<file path="src/rtl/pipeline_pkg.sv">
// Shared types for the hazard/forwarding logic: forwarding select codes,
// the per-stage shadow record, and the hazard-relevance and select helpers.
package pipeline_pkg;

  localparam int unsigned MAX_REG_BITS = 8;
  localparam logic [MAX_REG_BITS-1:0] ZERO_REG = '0;

  typedef enum logic [1:0] {
    FWD_REGFILE = 2'd0,
    FWD_EX      = 2'd1,
    FWD_MEM     = 2'd2,
    FWD_WB      = 2'd3
  } fwd_sel_t;

  // dest is sized for the widest supported register file and zero-extended
  // by the top, so one struct type serves every REG_BITS setting.
  typedef struct packed {
    logic                    valid;
    logic [MAX_REG_BITS-1:0] dest;
    logic                    reg_wr;
    logic                    mem_rd;
  } stage_t;

  function automatic logic relevant(input stage_t s);
    return s.valid & s.reg_wr & (s.dest != ZERO_REG);
  endfunction

  function automatic fwd_sel_t fwd_select(input logic hit_ex, input logic hit_mem,
                                          input logic hit_wb, input logic ex_load);
    fwd_sel_t sel;
    sel = FWD_REGFILE;
    if (hit_ex && !ex_load) sel = FWD_EX;
    else if (hit_mem)       sel = FWD_MEM;
    else if (hit_wb)        sel = FWD_WB;
    return sel;
  endfunction

endpackage

</file>
<file path="src/rtl/hazard_match.sv">
// Compares one ID-stage source operand against the EX, MEM and WB records.
module hazard_match
  import pipeline_pkg::*;
(
  input  logic                    valid,
  input  logic                    used,
  input  logic [MAX_REG_BITS-1:0] src,
  input  stage_t                  ex_stage,
  input  stage_t                  mem_stage,
  input  stage_t                  wb_stage,
  output logic                    match_ex,
  output logic                    match_mem,
  output logic                    match_wb
);

  logic reads;

  assign reads     = valid & used;
  assign match_ex  = reads & relevant(ex_stage)  & (src == ex_stage.dest);
  assign match_mem = reads & relevant(mem_stage) & (src == mem_stage.dest);
  assign match_wb  = reads & relevant(wb_stage)  & (src == wb_stage.dest);

endmodule

</file>
<file path="src/rtl/hazard_forward_unit.sv">
// Load-use stall, branch kill and operand forwarding selects, driven by a
// three-stage shadow of the EX/MEM/WB destination records.
module hazard_forward_unit
  import pipeline_pkg::*;
#(
  parameter int unsigned REG_BITS = 3,
  parameter int unsigned CNT_BITS = 16
) (
  input  logic                clk,
  input  logic                reset,
  input  logic                id_valid,
  input  logic [REG_BITS-1:0] id_src1,
  input  logic [REG_BITS-1:0] id_src2,
  input  logic                id_use1,
  input  logic                id_use2,
  input  logic [REG_BITS-1:0] id_dest,
  input  logic                id_reg_wr,
  input  logic                id_mem_rd,
  input  logic                id_branch_taken,
  output logic                stall,
  output logic                kill,
  output logic [1:0]          fwd_a,
  output logic [1:0]          fwd_b,
  output logic [CNT_BITS-1:0] stall_count
);

  stage_t ex_q, mem_q, wb_q;
  logic   a_ex, a_mem, a_wb;
  logic   b_ex, b_mem, b_wb;
  logic   load_use;

  hazard_match u_match_a (
    .valid     (id_valid),
    .used      (id_use1),
    .src       (MAX_REG_BITS'(id_src1)),
    .ex_stage  (ex_q),
    .mem_stage (mem_q),
    .wb_stage  (wb_q),
    .match_ex  (a_ex),
    .match_mem (a_mem),
    .match_wb  (a_wb)
  );

  hazard_match u_match_b (
    .valid     (id_valid),
    .used      (id_use2),
    .src       (MAX_REG_BITS'(id_src2)),
    .ex_stage  (ex_q),
    .mem_stage (mem_q),
    .wb_stage  (wb_q),
    .match_ex  (b_ex),
    .match_mem (b_mem),
    .match_wb  (b_wb)
  );

  assign load_use = ex_q.mem_rd & (a_ex | b_ex);

  always_comb begin
    stall = 1'b0;
    kill  = 1'b0;
    fwd_a = FWD_REGFILE;
    fwd_b = FWD_REGFILE;
    if (!reset) begin
      stall = load_use;
      kill  = id_branch_taken & id_valid & ~load_use;
      fwd_a = fwd_select(a_ex, a_mem, a_wb, ex_q.mem_rd);
      fwd_b = fwd_select(b_ex, b_mem, b_wb, ex_q.mem_rd);
    end
  end

  always_ff @(posedge clk or posedge reset) begin
    if (reset) begin
      ex_q        <= '0;
      mem_q       <= '0;
      wb_q        <= '0;
      stall_count <= '0;
    end else begin
      wb_q         <= mem_q;
      mem_q        <= ex_q;
      ex_q.valid   <= id_valid & ~load_use;
      ex_q.dest    <= MAX_REG_BITS'(id_dest);
      ex_q.reg_wr  <= id_reg_wr;
      ex_q.mem_rd  <= id_mem_rd;
      if (load_use && (stall_count != '1))
        stall_count <= stall_count + 1'b1;
    end
  end

endmodule

</file>
<file path="config.mk">
export PLATFORM = sky130hd
export DESIGN_NAME = hazard_forward_unit
export DESIGN_NICKNAME = d
export VERILOG_FILES = /design/src/rtl/pipeline_pkg.sv /design/src/rtl/hazard_match.sv /design/src/rtl/hazard_forward_unit.sv
export SDC_FILE = /design/constraint.sdc
export NUM_CORES = 1
export LEC_CHECK = 0
export ABC_AREA = 1
export CELL_PAD_IN_SITES_DETAIL_PLACEMENT = 0
export CELL_PAD_IN_SITES_GLOBAL_PLACEMENT = 2
export CORE_AREA = 10 10 85 106
export CTS_CLUSTER_SIZE = 40
export DETAILED_ROUTE_END_ITERATION = 16
export DIE_AREA = 0 0 95 116
export GPL_TIMING_DRIVEN = 1
export PLACE_DENSITY_LB_ADDON = 0.1
export SYNTH_ARGS = -nofsm -noshare
export SYNTH_HDL_FRONTEND = slang
export SYNTH_SLANG_ARGS = --single-unit
</file>
<file path="constraint.sdc">
create_clock -name clk -period 1.97 [get_ports clk]
set_input_delay 0.394 -clock clk [delete_from_list [all_inputs] [get_ports clk]]
set_output_delay 0.394 -clock clk [all_outputs]
set_load 0.02 [all_outputs]
</file>
==> flow_summary.json <==
{
  "violations": "negative setup slack",
  "cts-root-buf": "clkbuf_8",
  "vdd_ir_drop_max_mv": 0.287,
  "grt_pass1_vias": 2009,
  "min_from": "ex_q[1]$_DFF_PP0_",
  "worstSetupEndpointType": "output pin",
  "place_congestion": 0.810,
  "synth_nets": 284,
  "crit_start": "ex_q[2]$_DFF_PP0_",
  "cts_buffers": 5,
  "gr-total-overflow": 0,
  "slowest_delay_ps": 410,
  "slowest_stage": "dfrtp_2",
  "start_kind": "flop",
  "cts_max_path_buffers": 2,
  "max_freq_mhz": 474,
  "relSlewSlack": 0.716,
  "hold_slack_ps": 380,
  "leakage_nw": 1.32,
  "multiInputGateArea_um2": 1040,
  "ys_seq_elements": 32,
  "grt_pass1_wl_um": 10100,
  "cts_tree": "yes",
  "netlist_instances": 266,
  "drtIter0Drc": 29,
  "antenna_found_initial": 0,
  "drt_pass1_iterations": 4,
  "final-setup-viol-count": 6,
  "seq_area_um2": 805,
  "avgSynthCellArea_um2": 7.16,
  "power_density_nw_per_um2": 574,
  "grt_max_degree": 33,
  "clock_skew_ps": 5.57,
  "power_mw": 1.59,
  "worstPathMaxFanout": 5,
  "fin_area_um2": 2770,
  "ys_warn_count": 0,
  "rows": 34,
  "via_count": 1925,
  "cap_violations": 0,
  "final_cell_mix": "nand2_1, dfrtp_1, nor2_1, buf_4",
  "path_buf_inv": 2,
  "min_period_ps": 2110,
  "maxSlewViolCount": 0,
  "via_per_inst": 4.54,
  "dieArea_um2": 11000,
  "wire_per_inst_um": 14.5,
  "layout_commonest_cell": "nand2_1",
  "diodes": 0,
  "yosysSeqAreaShare": 0.420,
  "cp_common_cell": "nand2_1",
  "outcome": "complete, but fails checks",
  "hold_class": "reg -> reg",
  "cp_cell_sequence": "inv_1 -> nand2_1 -> nand2_1 -> nor2_1 -> nand3_2 -> or2_2 -> a21oi_2 -> buf_6",
  "rsz0062_at_grt": "yes",
  "arrival_ps": 1710,
  "r2r_start": "ex_q[3]$_DFF_PP0_",
  "post-route-period-util": 1.07,
  "die_w_um": 95,
  "htreeDepth": 2,
  "critical_path.top_delay_family": "simple AND/OR/NAND/NOR gates",
  "cp.required_ps": 1580,
  "die_h_um": 116,
  "fin_ws_ps": -138,
  "drtAntennaViolNets": 0,
  "numPortBuffers": 38,
  "clk_pin_slew_ps": 70,
  "dpl_cell_area_um2": 2570,
  "wl_um": 6150,
  "netlist_area_um2": 1900,
  "nets": 351,
  "core_um2": 6890,
  "synth_cell_type_count": 25,
  "tightest_slew_ps": 425,
  "start_util": 0.276,
  "postCtsHoldBufs": 0,
  "fillers": 756,
  "drive_gt1_frac": 0.213,
  "dp.final_hpwl_um": 4680,
  "grt_usage": 0.118,
  "pin_count": 39,
  "drc_errors": 0,
  "clock_sinks": 32,
  "area_growth_pct": 45.5,
  "setup.worst_path.class": "reg -> out",
  "clk_latency_ps": 280,
  "finalHoldViolations": 0,
  "dp_worst_setup_slack_ps": -840
}
[metrics by stage]
stage | util | setup TNS, ps | cells
detailed placement | 0.372 | -10570 | 414
global placement | 0.372 | -9530 | 414
floorplan | - | 0 | 266
global route | 0.402 | -1490 | 424
finish | 0.402 | -715 | 424
CTS | 0.392 | -911 | 424
[per-layer routing]
layer  GRT usage  routed length [µm]
met2       0.233                3410
met5           0                   0
met4      0.0330                 114
met1       0.117                2330
met3      0.0278                 293
[report_power, final]
| group | internal, mW | total, mW | switching (mW) |
|---|---|---|---|
| sequential | 0.684 | 0.708 | 0.0244 |
| combinational | 0.115 | 0.244 | 0.129 |
| clock | 0.374 | 0.639 | 0.265 |
| total | 1.17 | 1.59 | 0.418 |
[kinds of logic (layout without fill, tap and decap cells)]
| group | count (synthesis) | in the layout | synth area share |
|---|---|---|---|
| compound gates | 12 | 12 | 0.0329 |
| fa+ha+maj | 1 | 1 | 0.00657 |
| buf+inv | 34 | 101 | 0.0742 |
| simple gates | 174 | 175 | 0.406 |
| flops | 32 | 32 | 0.421 |
| xor+xnor | 13 | 13 | 0.0598 |
[state kept, by name (all words and copies together), names as in the netlist]
register and cells:
ex_q 6, stall_count 16, wb_q 5, mem_q 5
[cell usage after synthesis]
| cell | n | share of area |
|---|---|---|
| nand2_1 | 103 | 0.20 |
| dfrtp_1 | 32 | 0.42 |
| nor2_1 | 29 | 0.057 |
| inv_1 | 26 | 0.051 |
| nand4_1 | 21 | 0.069 |
| nand3_1 | 12 | 0.032 |
| xnor2_1 | 9 | 0.041 |
| a21oi_1 | 7 | 0.018 |
| o21ai_0 | 4 | 0.011 |
| xor2_1 | 4 | 0.018 |
| clkbuf_1 | 2 | 0.0039 |
| inv_2 | 2 | 0.0039 |
| nand3_4 | 2 | 0.018 |
| or2_2 | 2 | 0.0066 |
| and2_1 | 1 | 0.0033 |
| buf_2 | 1 | 0.0026 |
| buf_4 | 1 | 0.0039 |
| buf_6 | 1 | 0.0059 |
| clkinv_2 | 1 | 0.0026 |
| ha_1 | 1 | 0.0066 |
| nand2_2 | 1 | 0.0033 |
| nand2_4 | 1 | 0.0059 |
| nor3_1 | 1 | 0.0026 |
| nor3_2 | 1 | 0.0053 |
| o211ai_1 | 1 | 0.0039 |
[worst register-to-register path, stage by stage, from the launching register on]
cell,delay (ps)
dfrtp_1,380
inv_2,70
buf_6,110
nand2_2,40
nand2_1,50
nor2_1,100
nand3_1,110
buf_4,160
nand2_4,70
buf_4,260
nand3_4,190
nand2_1,100
nand2_1,50
[area by class of cell]
| type | instances | area share |
|---|---|---|
| clock buffer | 5 | 0.0248 |
| sequential | 32 | 0.290 |
| inverter | 29 | 0.0397 |
| multi-input combinational | 201 | 0.376 |
| tap | 90 | 0.0407 |
| clock inverter | 3 | 0.0154 |
| timing repair buffer | 64 | 0.213 |
[repair_timing]
item                       4_1_cts  5_1_grt
pin swaps                        8       13
resized for setup               47       22
gates cloned                     1        0
setup buffers                    1        1
hold endpoints to repair         0        0
setup endpoints to repair       21       22
[worst paths after layout]
check                                                   end  slack, ps  cells after the start
worst max register to register  stall_count[14]$_DFFE_PP0P_        160                     12
min in group asynchronous                 wb_q[4]$_DFF_PP0_        680                      3
worst min register to register           mem_q[1]$_DFF_PP0_        380                      0
worst min-delay path                     mem_q[1]$_DFF_PP0_        380                      0
max in group asynchronous                 ex_q[4]$_DFF_PP0_        960                      3
worst max-delay path                               fwd_a[0]       -140                      8
No activity file was read; power rests on OpenSTA's default activity.
